===== src/rtl/pipe_ctrl_pkg.sv =====
// Shared types for the RV32I pipeline stall/flush control path.
// The control bundle struct is also consumed by the pipeline stage registers.
package pipe_ctrl_pkg;

    localparam int REG_AW = 5;

    typedef enum logic {
        RUN     = 1'b0,
        DISCARD = 1'b1
    } ctrl_state_t;

    typedef struct packed {
        logic pc_stall;
        logic pc_redirect;
        logic if_id_stall;
        logic if_id_flush;
        logic id_ex_stall;
        logic id_ex_flush;
        logic ex_mem_stall;
        logic mem_wb_flush;
    } pipe_ctrl_t;

    localparam pipe_ctrl_t CTRL_NONE = '0;

    // Bubbles into every flushable register while reset is held.
    localparam pipe_ctrl_t CTRL_RESET = '{
        pc_stall:     1'b0,
        pc_redirect:  1'b0,
        if_id_stall:  1'b0,
        if_id_flush:  1'b1,
        id_ex_stall:  1'b0,
        id_ex_flush:  1'b1,
        ex_mem_stall: 1'b0,
        mem_wb_flush: 1'b1
    };

endpackage


===== src/rtl/pipeline_hazard_ctrl_hazard_detect.sv =====
// Load-use hazard compare: a load in EX whose destination is read by the ID instruction.
// Writes to x0 are discarded by the register file, so they never create a hazard.
module hazard_detect
    import pipe_ctrl_pkg::*;
(
    input  logic [REG_AW-1:0] id_rs1,
    input  logic [REG_AW-1:0] id_rs2,
    input  logic              id_use_rs1,
    input  logic              id_use_rs2,
    input  logic [REG_AW-1:0] ex_rd,
    input  logic              ex_mem_read,
    output logic              load_use
);

    logic rs1_hit;
    logic rs2_hit;

    assign rs1_hit  = id_use_rs1 && (id_rs1 == ex_rd);
    assign rs2_hit  = id_use_rs2 && (id_rs2 == ex_rd);
    assign load_use = ex_mem_read && (ex_rd != '0) && (rs1_hit || rs2_hit);

endmodule


===== src/rtl/pipeline_hazard_ctrl.sv =====
// Central stall/flush arbiter for the 5-stage pipeline: dmem wait, redirect,
// load-use and fetch wait in that priority, plus wrong-path fetch tracking.
module pipeline_hazard_ctrl
    import pipe_ctrl_pkg::*;
#(
    parameter int WAIT_TIMEOUT = 64,
    parameter int CNT_W        = 32
) (
    input  logic              clk,
    input  logic              reset,
    input  logic              imem_ack,
    input  logic              dmem_req,
    input  logic              dmem_ack,
    input  logic [REG_AW-1:0] id_rs1,
    input  logic [REG_AW-1:0] id_rs2,
    input  logic              id_use_rs1,
    input  logic              id_use_rs2,
    input  logic [REG_AW-1:0] ex_rd,
    input  logic              ex_mem_read,
    input  logic              ex_branch_taken,
    output logic              pc_stall,
    output logic              pc_redirect,
    output logic              if_id_stall,
    output logic              if_id_flush,
    output logic              id_ex_stall,
    output logic              id_ex_flush,
    output logic              ex_mem_stall,
    output logic              mem_wb_flush,
    output logic [CNT_W-1:0]  stall_cnt,
    output logic              err_timeout
);

    localparam int WW = $clog2(WAIT_TIMEOUT + 1);
    localparam logic [WW-1:0]    WAIT_MAX  = WW'(WAIT_TIMEOUT);
    localparam logic [CNT_W-1:0] STALL_MAX = '1;

    ctrl_state_t      state_reg, state_next;
    logic [WW-1:0]    wait_cnt_reg, wait_cnt_next;
    logic [CNT_W-1:0] stall_cnt_reg, stall_cnt_next;
    logic             err_reg, err_next;
    pipe_ctrl_t       ctrl;
    logic             dmem_wait;
    logic             load_use;

    hazard_detect u_hazard_detect (
        .id_rs1      (id_rs1),
        .id_rs2      (id_rs2),
        .id_use_rs1  (id_use_rs1),
        .id_use_rs2  (id_use_rs2),
        .ex_rd       (ex_rd),
        .ex_mem_read (ex_mem_read),
        .load_use    (load_use)
    );

    assign dmem_wait = dmem_req && !dmem_ack;

    always_comb begin
        ctrl       = CTRL_NONE;
        state_next = state_reg;
        if (!reset) begin
            ctrl = CTRL_RESET;
        end else if (dmem_wait) begin
            // Freeze everything up to MEM; a branch in EX simply waits its turn.
            ctrl.pc_stall     = 1'b1;
            ctrl.if_id_stall  = 1'b1;
            ctrl.id_ex_stall  = 1'b1;
            ctrl.ex_mem_stall = 1'b1;
            ctrl.mem_wb_flush = 1'b1;
        end else if (state_reg == DISCARD) begin
            ctrl.pc_stall    = 1'b1;
            ctrl.if_id_flush = 1'b1;
        end else if (ex_branch_taken) begin
            ctrl.pc_redirect = 1'b1;
            ctrl.if_id_flush = 1'b1;
            ctrl.id_ex_flush = 1'b1;
            if (!imem_ack) begin
                state_next = DISCARD;
            end
        end else if (load_use || !imem_ack) begin
            ctrl.pc_stall    = 1'b1;
            ctrl.if_id_stall = 1'b1;
            ctrl.id_ex_flush = 1'b1;
        end
        // The wrong-path fetch retires on its ack even while MEM freezes the
        // pipe; IF/ID is held then, so the instruction is never captured.
        if (reset && (state_reg == DISCARD) && imem_ack) begin
            state_next = RUN;
        end
    end

    always_comb begin
        wait_cnt_next  = '0;
        err_next       = err_reg;
        stall_cnt_next = stall_cnt_reg;
        if (dmem_wait) begin
            wait_cnt_next = (wait_cnt_reg == WAIT_MAX) ? wait_cnt_reg : wait_cnt_reg + 1'b1;
            if (wait_cnt_next == WAIT_MAX) begin
                err_next = 1'b1;
            end
        end
        if (ctrl.pc_stall && (stall_cnt_reg != STALL_MAX)) begin
            stall_cnt_next = stall_cnt_reg + 1'b1;
        end
    end

    always_ff @(posedge clk or negedge reset) begin
        if (!reset) begin
            state_reg     <= RUN;
            wait_cnt_reg  <= '0;
            stall_cnt_reg <= '0;
            err_reg       <= 1'b0;
        end else begin
            state_reg     <= state_next;
            wait_cnt_reg  <= wait_cnt_next;
            stall_cnt_reg <= stall_cnt_next;
            err_reg       <= err_next;
        end
    end

    assign pc_stall     = ctrl.pc_stall;
    assign pc_redirect  = ctrl.pc_redirect;
    assign if_id_stall  = ctrl.if_id_stall;
    assign if_id_flush  = ctrl.if_id_flush;
    assign id_ex_stall  = ctrl.id_ex_stall;
    assign id_ex_flush  = ctrl.id_ex_flush;
    assign ex_mem_stall = ctrl.ex_mem_stall;
    assign mem_wb_flush = ctrl.mem_wb_flush;
    assign stall_cnt    = stall_cnt_reg;
    assign err_timeout  = err_reg;

endmodule


===== config.mk =====
export PLATFORM = sky130hd
export DESIGN_NAME = pipeline_hazard_ctrl
export DESIGN_NICKNAME = d
export VERILOG_FILES = /design/src/rtl/pipe_ctrl_pkg.sv /design/src/rtl/pipeline_hazard_ctrl_hazard_detect.sv /design/src/rtl/pipeline_hazard_ctrl.sv
export SDC_FILE = /design/constraint.sdc
export NUM_CORES = 1
export LEC_CHECK = 0
export CORE_ASPECT_RATIO = 1.1
export CORE_MARGIN = 8
export CORE_UTILIZATION = 40
export DETAILED_ROUTE_END_ITERATION = 8
export PLACE_DENSITY = 0.72
export SYNTH_ARGS = -nofsm -noshare
export SYNTH_HDL_FRONTEND = slang
export SYNTH_HIERARCHICAL = 1
export SYNTH_SLANG_ARGS = --single-unit

===== constraint.sdc =====
create_clock -name clk -period 2.2 [get_ports clk]
set_clock_uncertainty 0.15 [all_clocks]
set_input_delay 0.44 -clock clk [delete_from_list [all_inputs] [get_ports clk]]
set_output_delay 0.44 -clock clk [all_outputs]
set_load 0.02 [all_outputs]

# Word level (Yosys, flattened, before mapping)
# Cells that the tools add are included.
# word_totals
wordCells	52
input_bits	24
regBits	41
out_inout_bits	41
# classes
reduce_logical	16
eq_ne	6
mux	24
add_sub_neg	2
# op_table
operator	n
$add A32 B1 Y32 const B	1
$ne A32 B32 Y1 const B	1
$mux W1	19
$eq A7 B7 Y1 const B	2
$mux W7	2
$eq A5 B5 Y1	2
$logic_and A1 B1 Y1	8
$mux W8	1
$add A7 B1 Y7 const B	1
$reduce_bool A5 Y1	1
$mux W2	2
$reduce_and A2 Y1	2
$logic_not A1 Y1	2
$logic_or A1 B1 Y1	2
$ne A2 B1 Y1 const B	1
$reduce_bool A2 Y1	1

# Depth between registers and ports, before layout
# Gate-level depths: netlist of run 1.
# depth
word_depth	11
mapped_depth	10
mapped_depth_nobuf	10

# By module
# The synthesis of run 1 kept the hierarchy.
# by_module_without_submodules
module	seq_area_each_um2	cells_per_inst	n_inst	area_per_inst_um2
pipeline_hazard_ctrl	1026.0	215	1	2122.0
hazard_detect	0.0	17	1	133.9

# Worst setup path before layout of run 1
# No wires, ideal clock.
# synth_timing
path_type	input-to-reg
start	in ex_rd[0]
end	reg stall_cnt_reg[1], in the netlist stall_cnt[1]
arrival_time_ns	2.225
cell_stages	10
n_path_buf	0
required_ns	1.925
path_slack_ns	-0.300
path_cell_list	xor2_1 -> nor4_2 -> nand3_1 -> a21oi_1 -> nor2b_1 -> o211ai_1 -> nand2_1 -> inv_1 -> nand2_4 -> mux2_4
# synth_between
elab_chain_cells	11
word_cells_on_any_way	15
cone_classes	eq/ne: 2; mux: 5; reduce/logical: 8
# synth_rtl
element	line_no	source
start, declared	pipeline_hazard_ctrl.sv:18	input logic [REG_AW-1:0] ex_rd,
$eq A5 B5 Y1, on equally long branches	pipeline_hazard_ctrl_hazard_detect.sv:18, pipeline_hazard_ctrl_hazard_detect.sv:19	
$logic_and A1 B1 Y1, on equally long branches	pipeline_hazard_ctrl_hazard_detect.sv:18, pipeline_hazard_ctrl_hazard_detect.sv:19	
$logic_or A1 B1 Y1	pipeline_hazard_ctrl_hazard_detect.sv:20	assign load_use = ex_mem_read && (ex_rd != '0) && (rs1_hit || rs2_hit);
$logic_and A1 B1 Y1 (*)	pipeline_hazard_ctrl_hazard_detect.sv:20	
net load_use	pipeline_hazard_ctrl.sv:43	logic load_use;
$logic_or A1 B1 Y1 (*)	pipeline_hazard_ctrl.sv:79	end else if (load_use || !imem_ack) begin
$mux W1 (*)	pipeline_hazard_ctrl.sv:79	
$mux W1 (*)	pipeline_hazard_ctrl.sv:72	end else if (ex_branch_taken) begin
$mux W1 (*)	pipeline_hazard_ctrl.sv:69	end else if (state_reg == DISCARD) begin
$mux W1 (*)	pipeline_hazard_ctrl.sv:62	end else if (dmem_wait) begin
$mux W8 (*)	pipeline_hazard_ctrl.sv:60	if (!reset) begin
net pc_stall	pipeline_hazard_ctrl.sv:21	output logic pc_stall,
$logic_and A1 B1 Y1 (*)	pipeline_hazard_ctrl.sv:101	if (ctrl.pc_stall && (stall_cnt_reg != STALL_MAX)) begin
end signal, assigned	pipeline_hazard_ctrl.sv:115	stall_cnt_reg <= stall_cnt_next;
end, declared	pipeline_hazard_ctrl.sv:39	logic [CNT_W-1:0] stall_cnt_reg, stall_cnt_next;
# Mark *: on every way through the listed nets, which the timed path passes. The rest lies on a longest branch.
# A chain may end at the register's enable or synchronous reset.

# Worst setup path in the final report of run 1
# layout_timing
start	in id_rs2[2]
end	out pc_stall
# layout_between
elab_chain_cells	10
# layout_rtl
element	line_no	source
start, declared	pipeline_hazard_ctrl.sv:15	input logic [REG_AW-1:0] id_rs2,
$eq A5 B5 Y1	pipeline_hazard_ctrl_hazard_detect.sv:19	assign rs2_hit = id_use_rs2 && (id_rs2 == ex_rd);
$logic_and A1 B1 Y1	pipeline_hazard_ctrl_hazard_detect.sv:19	
$logic_or A1 B1 Y1	pipeline_hazard_ctrl_hazard_detect.sv:20	
$logic_and A1 B1 Y1	pipeline_hazard_ctrl_hazard_detect.sv:20	
net load_use	pipeline_hazard_ctrl.sv:43	
$logic_or A1 B1 Y1	pipeline_hazard_ctrl.sv:79	
$mux W1	pipeline_hazard_ctrl.sv:79	
$mux W1	pipeline_hazard_ctrl.sv:72	
$mux W1	pipeline_hazard_ctrl.sv:69	
$mux W1	pipeline_hazard_ctrl.sv:62	
$mux W8	pipeline_hazard_ctrl.sv:60	
end, declared	pipeline_hazard_ctrl.sv:21	
# The timed path passes the listed nets, and every way through them passes these cells.

==> impl_metrics.csv, run 1 <==
group,metric,value,unit
run_status,status,"complete, but fails checks",
run_status,failed_checks,"setup timing",
power_and_ir_drop,peakVddDrop,0.295,mV
cells_and_area,nNetsFinal,372,
cells_and_area,largest_reg_flops,32,
routing,remaining_drc_errors,0,
synth,synth-edff-count,0,
global_route,grt.total_usage,0.167,
global_route,grt_pass1_wl,10800,µm
clock_tree,cts_sinks,41,
synth,postSynthAreaPerCell,9.72,µm²
synth,ys_warn_count,6,
floorplan,start_util,0.415,
floorplan,core-area,5430,µm²
power_and_ir_drop,p_per_area,563,nW/µm²
cells_and_area,final.fill_count,428,
floorplan,die_x,87.6,µm
timing,worst_slack,-0.310,ns
cells_and_area,stdcell_count,421,
cells_and_area,syn_to_final_growth,66.7,%
timing,finalCritPeriodShare,1.14,
synth,yosysSeqAreaShare,0.455,
timing,period_needed,2.51,ns
floorplan,dieArea,8300,µm²
synth,yosysTopAreaCell,"dfrtp_1",
timing,slew_headroom,0.726,
routing,drt_iter0_drc,65,
cells_and_area,seqCellArea,1030,µm²
timing,max_freq,398,MHz
cells_and_area,drive_above_1_share,0.347,
routing,vias_per_cell,5.11,
clock_tree,clk_latency,0.29,ns
synth,synth_common_cells,"41 x dfrtp_1, 30 x xor2_1, 20 x nand3_1",
global_route,gr-total-overflow,0,
place,gp_congestion,0.867,
global_route,grt_max_degree,17,
critical_path,ff2ff_path_depth,5,
critical_path,cp.arrival,1.92,ns
clock_tree,root_buffer,"clkbuf_8",
clock_tree,ctsHtreeMaxLevel,2,
synth,synth_ff_type,"dfrtp_1",
timing,finalSetupViolations,30,
synth,synth_top_cell_area_share,0.455,
floorplan,rows,28,
place,place_inst,407,
global_route,grt_pass1_vias,2252,
synth,yosys-top-cells-area,"dfrtp_1 45%, xor2_1 12%, xnor2_1 5.0%, nand3_1 4.4%, nor3_1 4.0%",
place,post-dp-hpwl,4740,µm
synth,async_flop_share,1.00,
clock_tree,cts_tree,"yes",
floorplan,die_h,94.8,µm
critical_path,critPathMaxFanout,3,
critical_path,worstPathRequired,1.61,ns
cells_and_area,final_util,0.693,
timing,finalHoldViolCount,0,
routing,vias,2152,
clock_tree,cts_buffer_depth,2,
timing,rsz0062_at_grt,"yes",
cells_and_area,stdcell_area,3760,µm²
routing,drtPass1Iterations,5,
clock_tree,numCtsBuffers,5,
synth,synth_nets,259,
global_route,antenna_found_initial,0,
floorplan,top_level_ports,65,
synth,synth.most_common_cell,"dfrtp_1",
synth,synth_cells,232,
routing,wl,6730,µm
critical_path,critPathLaunchType,"primary input",
timing,worst_slew_pin_slew,0.410,ns
cells_and_area,antenna_cells,0,
timing,drv_slew,0,
place,placed_area,3360,µm²
routing,wire_per_inst,16.0,µm
place,place_ws,-1.15,ns
place,io_buffer_count,64,
run,drv_cap,0,
critical_path,critical_path_class,"in -> out",
power_and_ir_drop,p_leak,1.88,nW
synth,ys_ff_latch,41,
synth,netlist_area,2260,µm²
min_path,hold_path.class,"in -> async",
critical_path,critPathCaptureType,"output pin",
clock_tree,clkTransAtPathRegs,0.08,ns
routing,drtAntennaViolNets,0,
synth,synth.distinct_cells,40,
cells_and_area,multi_input_area,1460,µm²
[stage by stage]
stage | power (mW) | hold slack, ns | TNS (ns)
after floorplan | 1.17 | -0.00559 | -3.76
after global placement | 1.47 | 0.149 | -28.02
after detailed placement | 1.49 | 0.149 | -29.47
after CTS | 2.12 | 0.0755 | -3.39
after global routing | 2.23 | 0.0960 | -7.63
final | 2.12 | 0.0756 | -4.69
[placed cells by master (no fill, tap or decap), types with 3 or more instances in the layout]
cell             count
buf_4               42
and4_1               3
dfrtp_1             41
and3_1               5
and2_1               3
clkdlybuf4s50_1     38
xnor2_1             13
buf_2                8
nand2_1             14
nand4_1              7
o21ai_0              5
nor3_2               5
nor4_4               5
nor2_1              13
nand3_1             19
clkbuf_8             6
a21oi_1              3
xor2_1              28
or3_1                4
nor3_4              12
inv_1                7
buf_6               14
ha_1                 3
[per-layer routing]
metal,global-route usage,share of wire,vias up,routed length [µm]
met5,0,0,-,0
met3,0.0408,0.043,10,291
met1,0.173,0.38,1053,2560
li1,-,-,1039,-
met2,0.317,0.56,50,3770
met4,0.0603,0.015,0,104
[timing repair]
item	CTS	global route
endpoints found under the setup margin	40	39
hold endpoints to repair	3	0
pin swaps	35	20
hold buffers	1	0
buffers inserted	2	4
gates resized for setup	117	33
cloned	1	0
[cells by family after synthesis]
| logic type | count (synthesis) | synth area share |
|---|---|---|
| AOI/OAI and AO/OA | 21 | 0.0566 |
| muxes | 2 | 0.0111 |
| buffers and inverters | 15 | 0.0305 |
| xor gates and xnor gates | 43 | 0.167 |
| and+or+nand+nor | 107 | 0.263 |
| adders and majority gates | 3 | 0.0166 |
| DFF | 41 | 0.455 |
[power by group]
group          internal, mW  total [mW]  leakage, nW  switching [mW]
logic                 0.296       0.569         1.30           0.273
clock network         0.370       0.633       0.0585           0.263
registers             0.824       0.915        0.527          0.0908
[area by class of cell]
type,instances,area share
Multi-Input combinational cell,176,0.389
Timing Repair Buffer,113,0.273
Sequential cell,41,0.273
Tap cell,75,0.0250
Clock buffer,7,0.0230
Inverter,8,0.00865
Clock inverter,1,0.00798
[critical path, stage by stage]
cell and delay (ns):
clkbuf_2 0.09, xor2_1 0.15, nor4_1 0.29, nand3_1 0.15
a21oi_2 0.16, nor2b_2 0.07, o211ai_1 0.22, nand2_1 0.16
inv_4 0.08, buf_6 0.11
[final timing paths]
check	startpoint	to	slack, ns
setup / recovery	id_rs2[2]	pc_stall	-0.31
hold reg to reg	err_timeout	err_timeout	0.32
setup reg to reg	stall_cnt[8]	stall_cnt[1]	0.05
hold / removal	reset	state_reg	0.08
min in group clk	err_timeout	err_timeout	0.32
max in group asynchronous	reset	wait_cnt_reg[6]	1.28
Note: power is estimated with default switching activity, not from simulation.
==> run 2: changes to the inputs <==
--- a/config.mk
+++ b/config.mk
@@ -5,6 +5,7 @@
 export SDC_FILE = /design/constraint.sdc
 export NUM_CORES = 1
 export LEC_CHECK = 0
+export ABC_CLOCK_PERIOD_IN_PS = 2200
 export CORE_ASPECT_RATIO = 1.1
 export CORE_MARGIN = 8
 export CORE_UTILIZATION = 40
==> results of run 2 <==
Same layout as run 1: the final DEF is identical, and so are final timing and power.
==> run 3: changes to the inputs <==
--- a/config.mk
+++ b/config.mk
@@ -8,9 +8,9 @@
 export ABC_CLOCK_PERIOD_IN_PS = 2200
 export CORE_ASPECT_RATIO = 1.1
 export CORE_MARGIN = 8
-export CORE_UTILIZATION = 40
+export CORE_UTILIZATION = 35
 export DETAILED_ROUTE_END_ITERATION = 8
-export PLACE_DENSITY = 0.72
+export PLACE_DENSITY = 0.64
 export SYNTH_ARGS = -nofsm -noshare
 export SYNTH_HDL_FRONTEND = slang
 export SYNTH_HIERARCHICAL = 1
==> impl_metrics.csv, run 3 (synthesis gave the netlist of run 1 again) <==
group,metric,value,unit
critical_path,r2r_slack,0.02,ns
cells_and_area,final.fill_count,512,
floorplan,die_h,100,µm
critical_path,critPathMaxStageDelay,0.27,ns
power_and_ir_drop,peakVddDrop,0.311,mV
run,drv_cap,0,
place,gp_congestion,0.800,
critical_path,critical_path_class,"in -> reg",
critical_path,path_cells,"buf_6 > xor2_2 > nor4_2 > nand3_1 > a21oi_2 > nor2b_2 > o211ai_1 > buf_4 > nand4_1 > buf_4 > clkbuf_16 > buf_6 > nor3_4 > xnor2_1",
timing,slew_headroom,0.733,
cells_and_area,final_common_cell,"buf_4",
routing,wl,6660,µm
cells_and_area,drive_above_1_share,0.394,
min_path,hold_path.class,"in -> async",
routing,drtPass1Iterations,4,
place,post-dp-hpwl,4740,µm
critical_path,worstPathRequired,2.26,ns
global_route,gr-total-overflow,0,
run_status,failed_checks,"setup timing",
global_route,grt_pass1_wl,11200,µm
timing,rsz0062_at_grt,"yes",
critical_path,critPathMaxFanout,7,
critical_path,critPathLaunchType,"primary input",
clock_tree,root_buffer,"clkbuf_8",
critical_path,slowest_stage,"o211ai_1",
clock_tree,clkTransAtPathRegs,0.08,ns
routing,remaining_drc_errors,0,
floorplan,core-area,6190,µm²
run_status,status,"complete, but fails checks",
cells_and_area,largest_reg_flops,32,
floorplan,rows,30,
clock_tree,clk_latency,0.29,ns
clock_tree,hold_buffers,0,
floorplan,dieArea,9270,µm²
cells_and_area,mostFrequentLayoutCells,"45 x buf_4, 41 x dfrtp_1, 40 x clkdlybuf4s50_1",
clock_tree,numCtsBuffers,5,
timing,max_freq,382,MHz
critical_path,r2r_end,"stall_cnt[1]",
critical_path,critPathCaptureType,"flop",
cells_and_area,nNetsFinal,379,
place,place_ws,-1.26,ns
timing,worst_slack,-0.420,ns
timing,finalCritPeriodShare,1.19,
global_route,grt_pass1_vias,2387,
floorplan,top_level_ports,65,
power_and_ir_drop,p_leak,1.91,nW
place,place_inst,414,
global_route,grt_max_degree,30,
floorplan,die_x,92.5,µm
power_and_ir_drop,p_per_area,561,nW/µm²
cells_and_area,stdcell_count,433,
cells_and_area,syn_to_final_growth,74.0,%
global_route,antenna_found_initial,0,
clock_tree,cts_tree,"yes",
timing,worst_slew_pin_slew,0.397,ns
floorplan,start_util,0.364,
clock_tree,cts_sinks,41,
timing,finalSetupViolations,31,
global_route,grt.total_usage,0.146,
routing,drtAntennaViolNets,0,
routing,wire_per_inst,15.4,µm
clock_tree,ctsHtreeMaxLevel,2,
routing,vias_per_cell,5.01,
timing,drv_slew,0,
critical_path,ff2ff_path_depth,5,
place,io_buffer_count,64,
cells_and_area,antenna_cells,0,
timing,finalHoldViolCount,0,
critical_path,r2r_start,"stall_cnt[8]",
routing,drt_iter0_drc,55,
timing,period_needed,2.62,ns
routing,vias,2169,
clock_tree,cts_buffer_depth,2,
critical_path,cp.arrival,2.68,ns
## run 3: what timing repair did
item | 4_1_cts | 5_1_grt
pin swaps | 47 | 22
resized for setup | 139 | 35
cloned | 2 | 0
endpoints found under the setup margin | 40 | 37
setup buffers | 9 | 4
endpoints found under the hold margin | 0 | 0
## run 3: worst max path at each step
stage	end	slack, ns	from	cells after the start
global route	stall_cnt[28]	-0.57	id_rs1[1]	14
global placement	pc_stall	-1.16	ex_rd[0]	10
CTS	stall_cnt[28]	-0.40	id_rs2[2]	13
detailed placement	pc_stall	-1.26	ex_rd[0]	10
floorplan	stall_cnt[18]	-0.23	ex_rd[0]	10
finish	stall_cnt[28]	-0.42	id_rs1[1]	14
## run 3: through the flow
step / power [mW] / cell area (µm²) / hold WS (ns) / utilization / TNS [ns]
6_report: 2.20 / 3930 / 0.0310 / 0.634 / -7.60
5_1_grt: 2.31 / 3930 / 0.0514 / 0.634 / -12.18
4_1_cts: 2.19 / 3800 / 0.0436 / 0.614 / -6.37
3_5_place_dp: 1.52 / 3380 / 0.312 / 0.546 / -32.69
3_3_place_gp: 1.51 / 3380 / 0.309 / 0.546 / -29.49
2_1_floorplan: 1.17 / 2330 / -0.00559 / - / -3.76
## run 3: cell type report
type                            count  area (µm²)  share of cell area
Clock inverter                      2        37.5             0.00956
Sequential cell                    41        1030               0.261
Clock buffer                        6        82.6              0.0210
Inverter                            8        32.5             0.00829
Tap cell                           80         100              0.0255
Multi-Input combinational cell    176        1530               0.391
Timing Repair Buffer              120        1110               0.284
## run 3: power by group
part / switching, mW / total (mW) / internal, mW
combinational: 0.313 / 0.662 / 0.349
sequential: 0.0818 / 0.906 / 0.824
clock: 0.266 / 0.635 / 0.369
## run 3: worst max-delay path, delay by kind of cell
| kind | cells | cell delay [ns] |
|---|---|---|
| xor gates and xnor gates | 2 | 0.31 |
| and+or+nand+nor | 5 | 0.74 |
| buffers and inverters | 5 | 0.75 |
| AOI/OAI and AO/OA | 2 | 0.44 |
## run 3: layer usage
layer,share of wire,GRT usage,vias to the layer above
li1,-,-,1049
met1,0.42,0.172,1053
met2,0.52,0.260,58
met3,0.045,0.0284,9
met4,0.014,0.0434,0
met5,0,0,-
